File: src/rtl/riscboy_ppu_palette_mapper_v2.sv
// Two-stage pixel palette mapper: stage A issues the palette RAM read (or carries a direct
// colour), stage B is the output register. A hold register protects read data across stalls.
module riscboy_ppu_palette_mapper_v2 #(
  parameter int unsigned W_PIXDATA     = 15,
  parameter int unsigned W_PALETTE_IDX = 8
) (
  input  logic                     clk,
  input  logic                     rst_n,
  input  logic                     in_vld,
  output logic                     in_rdy,
  input  logic [W_PIXDATA-1:0]     in_data,
  input  logic                     in_paletted,
  input  logic [1:0]               in_bpp,
  input  logic [W_PALETTE_IDX-1:0] in_pbase,
  input  logic                     in_transp_en,
  input  logic [W_PALETTE_IDX-1:0] pram_waddr,
  input  logic [W_PIXDATA-1:0]     pram_wdata,
  input  logic                     pram_wen,
  output logic                     out_vld,
  input  logic                     out_rdy,
  output logic [W_PIXDATA-1:0]     out_data,
  output logic                     out_transp
);

  localparam int unsigned Depth = 1 << W_PALETTE_IDX;

  logic [W_PIXDATA-1:0]     pram_q [Depth];
  logic [W_PIXDATA-1:0]     rdata_q;

  logic                     a_vld_q, a_vld_d;
  logic                     a_fresh_q, a_fresh_d;
  logic                     a_pal_q, a_pal_d;
  logic                     a_transp_q, a_transp_d;
  logic [W_PIXDATA-1:0]     a_data_q, a_data_d;
  logic                     hold_vld_q, hold_vld_d;
  logic [W_PIXDATA-1:0]     hold_q, hold_d;
  logic                     out_vld_q, out_vld_d;
  logic                     out_transp_q, out_transp_d;
  logic [W_PIXDATA-1:0]     out_data_q, out_data_d;

  logic [9:0]               mask_full;
  logic [W_PALETTE_IDX-1:0] mask, in_idx, raddr;
  logic                     b_adv, a_adv, accept, rd_en;
  logic [W_PIXDATA-1:0]     a_pix;

  always_comb begin
    unique case (in_bpp)
      2'd0:    mask_full = 10'h0ff;
      2'd1:    mask_full = 10'h00f;
      2'd2:    mask_full = 10'h003;
      default: mask_full = 10'h001;
    endcase
  end

  assign mask   = mask_full[W_PALETTE_IDX-1:0];
  assign in_idx = in_data[W_PALETTE_IDX-1:0];
  assign raddr  = (in_pbase & ~mask) | (in_idx & mask);

  assign b_adv  = !out_vld_q || out_rdy;
  assign a_adv  = a_vld_q && b_adv;
  assign in_rdy = !a_vld_q || a_adv;
  assign accept = in_vld && in_rdy;
  assign rd_en  = accept && in_paletted;

  // Writes land via NBA, so a same-cycle read of the same address sees the old word.
  always_ff @(posedge clk) begin
    if (pram_wen) pram_q[pram_waddr] <= pram_wdata;
    if (rd_en) rdata_q <= pram_q[raddr];
  end

  assign a_pix = hold_vld_q ? hold_q : rdata_q;

  always_comb begin
    a_vld_d      = in_rdy ? in_vld : a_vld_q;
    a_fresh_d    = rd_en;
    a_pal_d      = a_pal_q;
    a_transp_d   = a_transp_q;
    a_data_d     = a_data_q;
    hold_vld_d   = hold_vld_q;
    hold_d       = hold_q;
    out_vld_d    = b_adv ? a_vld_q : out_vld_q;
    out_data_d   = out_data_q;
    out_transp_d = out_transp_q;

    if (accept) begin
      a_pal_d    = in_paletted;
      a_data_d   = in_data;
      a_transp_d = in_paletted && in_transp_en && ((in_idx & mask) == '0);
    end
    // Capture read data the first time A fails to drain it.
    if (a_fresh_q && !a_adv) begin
      hold_vld_d = 1'b1;
      hold_d     = rdata_q;
    end
    if (a_adv) begin
      hold_vld_d   = 1'b0;
      out_data_d   = a_pal_q ? a_pix : a_data_q;
      out_transp_d = a_transp_q;
    end
  end

  always_ff @(posedge clk or negedge rst_n) begin
    if (!rst_n) begin
      a_vld_q      <= 1'b0;
      a_fresh_q    <= 1'b0;
      hold_vld_q   <= 1'b0;
      out_vld_q    <= 1'b0;
      out_data_q   <= '0;
      out_transp_q <= 1'b0;
    end else begin
      a_vld_q      <= a_vld_d;
      a_fresh_q    <= a_fresh_d;
      hold_vld_q   <= hold_vld_d;
      out_vld_q    <= out_vld_d;
      out_data_q   <= out_data_d;
      out_transp_q <= out_transp_d;
    end
  end

  always_ff @(posedge clk) begin
    a_pal_q    <= a_pal_d;
    a_transp_q <= a_transp_d;
    a_data_q   <= a_data_d;
    hold_q     <= hold_d;
  end

  assign out_vld    = out_vld_q;
  assign out_data   = out_data_q;
  assign out_transp = out_transp_q;

endmodule

File: config.mk
export PLATFORM = sky130hd
export DESIGN_NAME = riscboy_ppu_palette_mapper_v2
export DESIGN_NICKNAME = d
export VERILOG_FILES = /design/src/rtl/riscboy_ppu_palette_mapper_v2.sv
export SDC_FILE = /design/constraint.sdc
export NUM_CORES = 2
export LEC_CHECK = 0
export ABC_AREA = 1
export CAP_MARGIN = 20
export CORE_ASPECT_RATIO = 1.1
export CORE_UTILIZATION = 45
export DETAILED_ROUTE_END_ITERATION = 10
export GPL_ROUTABILITY_DRIVEN = 0
export SLEW_MARGIN = 40
export SYNTH_ARGS = -nofsm -noshare
export SYNTH_HDL_FRONTEND = slang
export SYNTH_SLANG_ARGS = --single-unit
File: constraint.sdc
create_clock -name clk -period 3.1 [get_ports clk]
set_input_delay 0.62 -clock clk [delete_from_list [all_inputs] [get_ports clk]]
set_output_delay 0.62 -clock clk [all_outputs]
set_load 0.01 [all_outputs]
Word-level counts from Yosys, hierarchy flattened. Memories as Yosys holds them, arrays and structs flattened. A register that Yosys moved wholly into a read port is not among the register bits. Index checks and enable logic that the tools add are counted. W data, S select, Z words.

Mux-type cells: 7. Reduce and logical (&&, ||, !) cells: 14. Bitwise logic cells: 4. Equal/unequal tests: 2.

Operators with widths (count): $mux W15 (2); $pmux W8 S3 (1); $and A8 B8 Y8 (2); $logic_not A8 Y1 (1); $not A8 Y8 (1); $or A8 B8 Y8 (1); $logic_and A1 B1 Y1 (6); $mux W1 (4); $logic_not A1 Y1 (3); $eq A2 B1 Y1 const B (1); $eq A2 B2 Y1 const B (1); $logic_not A2 Y1 (1); $logic_or A1 B1 Y1 (2); $reduce_bool A2 Y1 (1).

Input port bits: 55. Register bits after elaboration: 52. RAM bits: 3840. Memories kept: 1. Logic and storage cells: 38. Output and inout bits: 18.

Memory list: pram_q (words 256, width 15, rd ports 1, clocked after memory_dff 1, wr ports 1, line 27) `logic [W_PIXDATA-1:0] pram_q [Depth];`.

Depth between registers and ports, before layout.
Depth in word-level cells: 7. Mapped depth: 16. Depth with buffers taken out: 13.

Worst setup path after synthesis. No wires, ideal clock.

Path type: input to register. Start: in out_rdy. End: reg hold_q[0] (enable). Stages on the path: 6. Buffers on the path: 1. Data required time: 2.714 ns. Arrival: 2.036 ns. Setup slack: 0.678 ns. Setup time: 0.386 ns. Cells stage by stage: inv_1 > nand2_1 > nand2_1 > clkinv_1 > clkbuf_1 > nor2_1.

Longest elaborated chain between the ends: 4.

Ends and longest elaborated chain: start, declared (line 20) `input logic out_rdy,`; $logic_or A1 B1 Y1 (line 59) `assign b_adv = !out_vld_q || out_rdy;`; $logic_and A1 B1 Y1 (line 60) `assign a_adv = a_vld_q && b_adv;`; $logic_not A1 Y1 (line 91) `if (a_fresh_q && !a_adv) begin`; $logic_and A1 B1 Y1 (line 91); end signal, assigned (line 124) `hold_q <= hold_d;`; end, declared (line 36) `logic [W_PIXDATA-1:0] hold_q, hold_d;`.

No other way between the ends. A chain may end at the register's enable or synchronous reset.

Worst setup path after layout.
Start: in in_bpp[1]. End: reg rdata_q[8], read port of pram_q, data pin.

Longest elaborated chain between the ends: 5. Elaborated cells between the ends (all ways): 8. Classes of those cells: eq/ne: 2; mux: 1; bitwise: 4; reduce/logical: 1.

Ends and longest elaborated chain: start, declared (line 13) `input logic [1:0] in_bpp,`; $eq A2 B2 Y1, or another cell as far along (line 47) `unique case (in_bpp)`; $pmux W8 S3 (*) (line 47); $not A8 Y8 (line 57) `assign raddr = (in_pbase & ~mask) | (in_idx & mask);`; $and A8 B8 Y8 (line 57); $or A8 B8 Y8 (*) (line 57); end, declared (line 28) `logic [W_PIXDATA-1:0] rdata_q;`.

Every way passes the cells marked *; elsewhere a longest branch is shown, timed or not.

==> results.toml <==
[global_route]
overflow = 0
antenna_found_initial = 29
grt_max_degree = 115
grt_pass1_wl_um = 720000
grt_usage = 0.266
number_of_global_route_vias_before_repair = 105000

[layout]
final_common_cell = "sky130_fd_sc_hd__nand2_1"
flow.area_growth_from_synthesis_pct = 17.8
drive_gt1_frac = 0.114
postLayoutCellArea_um2 = 193000
layout.nets = 15500
layout.core_utilization = 0.532
nFillCells = 30700
layoutNonFillerInstCount = 20600
layout.area.seq_um2 = 117000
most-common-layout-cells = "sky130_fd_sc_hd__nand2_1 (4799), sky130_fd_sc_hd__edfxtp_1 (3887), sky130_fd_sc_hd__nand3_1 (2736)"
multi_input_comb_area_um2 = 39200

[cts]
clock_tree.htree_level_count = 5
cts-root-buf = "sky130_fd_sc_hd__clkbuf_16"
cts_tree = "built"
tritoncts_num_sinks = 3907
post_cts_buffers = 0
cts_inserted_buffers = 394
number_of_buffers_on_the_longest_clock_path = 4
clk_latency_ns = 0.98
clk_transition_reported_paths_ns = 0.06

[placed_design]
place_inst = 19800
pre_cts_ws_ns = -1.03
post_dp_cell_area_um2 = 181000
dp_hpwl_um = 314000
portBuffers = 71

[timing]
fin_skew_ns = 0.0623
final-hold-violation-count = 0
finalHoldWorstSlack_ns = 0.0513
fin_crit_period_ns = 3.07
setup_viol_count_final = 0
setup_slack_ns = 0.0292
worst_slew_margin_rel = 0.422
post-route-period-util = 0.991
slew_violations = 0
worst_slew_pin_slew_ns = 0.867
unrepaired_setup_endpoints_after_global_routing = "no"
clock.fmax_mhz = 326

[drt]
post_drt_wl_per_cell_um = 24.1
met1_length_um = 202000
met2_length_um = 231000
detailedRoute.firstIterationViolations = 13600
num_vias = 112000
drt_first_pass_iters = 8
route.met3.wl_um = 41700
route.detailed.drc = 0
postRouteAntennaNets = 0
topRoutingLayerUsed = "met5"
route.final.wire_length_um = 495000
route.detailed.vias_per_inst = 5.46

[pwr]
power_density_nw_per_um2 = 595
power.ir.vdd_worst_mv = 0.463
static-leakage-power_nw = 72.5

[run_status]
outcome = "completed"

[critical_path]
worst_path_most_repeated_cell = "sky130_fd_sc_hd__nand3_1"
worst_r2r_path_depth = 13
setup.worst_path.start_class = "input port"
crit_path_max_fanout = 23
crit-reg2reg-capture = "rdata_q[7]$_DFFE_PP_"
path_class = "in2reg"
crit_cells = 17
worstPathRequired_ns = 3.82
timing.critical_path.max_delay_family = "simple AND/OR/NAND/NOR gates"
worst_reg2reg_path_startpoint = "pram_q[119][7]$_DFFE_PP_"
crit_path_start = "in_bpp[1]"
timing.critical_path.to_type = "register"
critical-path-max-stage-delay_ns = 0.55
timing.critical_path.buf_inv = 6
worstPathArrival_ns = 3.79
crit_end = "rdata_q[8]$_DFFE_PP_"
reg2reg_setup_slack_ns = 0.74
critical_path.cell_chain = "clkdlybuf4s50_1, inv_1, nand2_1, nand2_4, buf_12, buf_12, buf_12, buf_12, nand3_1, nand3_1, nand3_1, nand3_1, nand3_1, nand3_2, nand2_1, nand2_1, nand2_1"
cpMaxStageDelayCell = "sky130_fd_sc_hd__clkdlybuf4s50_1"

[run]
maxCapViolations = 0

[logic_synthesis]
synthCells = 14600
ys_seq_area_frac = 0.716
syn-cell-area_um2 = 164000
synth-seq-cells = 3907
synthesis.yosys.warnings = 0
synth_largest_type_area_fraction = 0.712
syn_avg_cell_area_um2 = 11.2
netlist-cell-type-count = 22
synth.largest_area_cell = "sky130_fd_sc_hd__edfxtp_1"
post_synth_main_area_contributors = "sky130_fd_sc_hd__edfxtp_1 (71%), sky130_fd_sc_hd__nand2_1 (11%), sky130_fd_sc_hd__nand3_1 (8.4%)"
syn-num-nets = 14700

[floorplan]
design.core.area_um2 = 363000
die_y_um = 635
floorplan.die_area_um2 = 366000
dieWidth_um = 577
pin_count = 73
num_rows = 232
floorplan.initialDensity = 0.452

[hold_path]
timing.hold.worst.class = "in2reg"
[layout make-up]
class,instances,area share
Multi-Input combinational cell,9045,0.203
Clock buffer,500,0.0545
Antenna cell,8,0.000104
Clock inverter,204,0.00894
Tap cell,4797,0.0311
Sequential cell,3907,0.608
Timing Repair Buffer,1285,0.0786
Inverter,809,0.0159
[cell families after synthesis]
family                 synth area share
AND/OR/NAND/NOR                   0.233
AO/OA/AOI/OAI                   0.00601
flip-flops                        0.716
buffers and inverters            0.0458
[metrics by stage]
stage,setup TNS [ns],total power [W]
2_1_floorplan,0,0.0643
3_3_place_gp,-13.69,0.0699
3_5_place_dp,-12.99,0.0699
4_1_cts,0,0.115
5_1_grt,0,0.118
6_report,0,0.115
[worst min-delay path by stage]
stage	from	to	slack, ns	cells after the start
after floorplan	rst_n	a_fresh_q$_DFF_PN0_	0.32	0
after global placement	a_transp_q$_DFFE_PP_	out_transp$_DFFE_PN0P_	0.43	2
after detailed placement	a_transp_q$_DFFE_PP_	out_transp$_DFFE_PN0P_	0.45	2
after CTS	pram_wdata[2]	pram_q[88][2]$_DFFE_PP_	0.003	1
after global routing	pram_wdata[2]	pram_q[83][2]$_DFFE_PP_	0.03	1
final	pram_wdata[10]	pram_q[164][10]$_DFFE_PP_	0.05	1
[flip-flops by register name (all words and copies together), names as in the netlist, 15 cells and up]
signal,cells
hold_q,15
a_data_q,15
pram_q,3840
rdata_q,15
out_data,15
[timing repair]
action / in CTS / in global routing
resized for setup: 2 / 6
endpoints found under the setup margin: 2 / 9
endpoints found under the hold margin: 29 / 0
hold buffers: 2 / 0
[routing by layer]
metal	vias up	global-route usage
met2	4882	0.422
met1	55200	0.368
met5	-	0
met3	887	0.0402
met4	10	0.104
li1	51300	-
[cell usage after synthesis]
master                     count
sky130_fd_sc_hd__nand2_1    4821
sky130_fd_sc_hd__o21ai_0      67
sky130_fd_sc_hd__o21ai_2       1
sky130_fd_sc_hd__nand4_1       2
sky130_fd_sc_hd__a21oi_1     128
sky130_fd_sc_hd__dfrtp_1      20
sky130_fd_sc_hd__nor3_1        1
sky130_fd_sc_hd__nor2_4        1
sky130_fd_sc_hd__clkbuf_1    151
sky130_fd_sc_hd__and2_1      129
sky130_fd_sc_hd__inv_4         1
sky130_fd_sc_hd__buf_4        52
sky130_fd_sc_hd__and2_0      450
sky130_fd_sc_hd__clkinv_1      2
sky130_fd_sc_hd__nand3_1    2743
sky130_fd_sc_hd__buf_1        26
sky130_fd_sc_hd__edfxtp_1   3887
sky130_fd_sc_hd__inv_2         1
sky130_fd_sc_hd__nor2_1      702
sky130_fd_sc_hd__buf_6        21
sky130_fd_sc_hd__inv_1       805
sky130_fd_sc_hd__buf_2       635
[report_power, final]
part	total (W)	switching [W]	internal (W)	leakage, nW
Combinational	0.0105	0.00721	0.00329	31.4
Clock	0.0459	0.0202	0.0257	5.96
Sequential	0.0585	0.000143	0.0583	35.2
Total	0.115	0.0276	0.0873	72.5
Power figures use the tool's default switching activity.
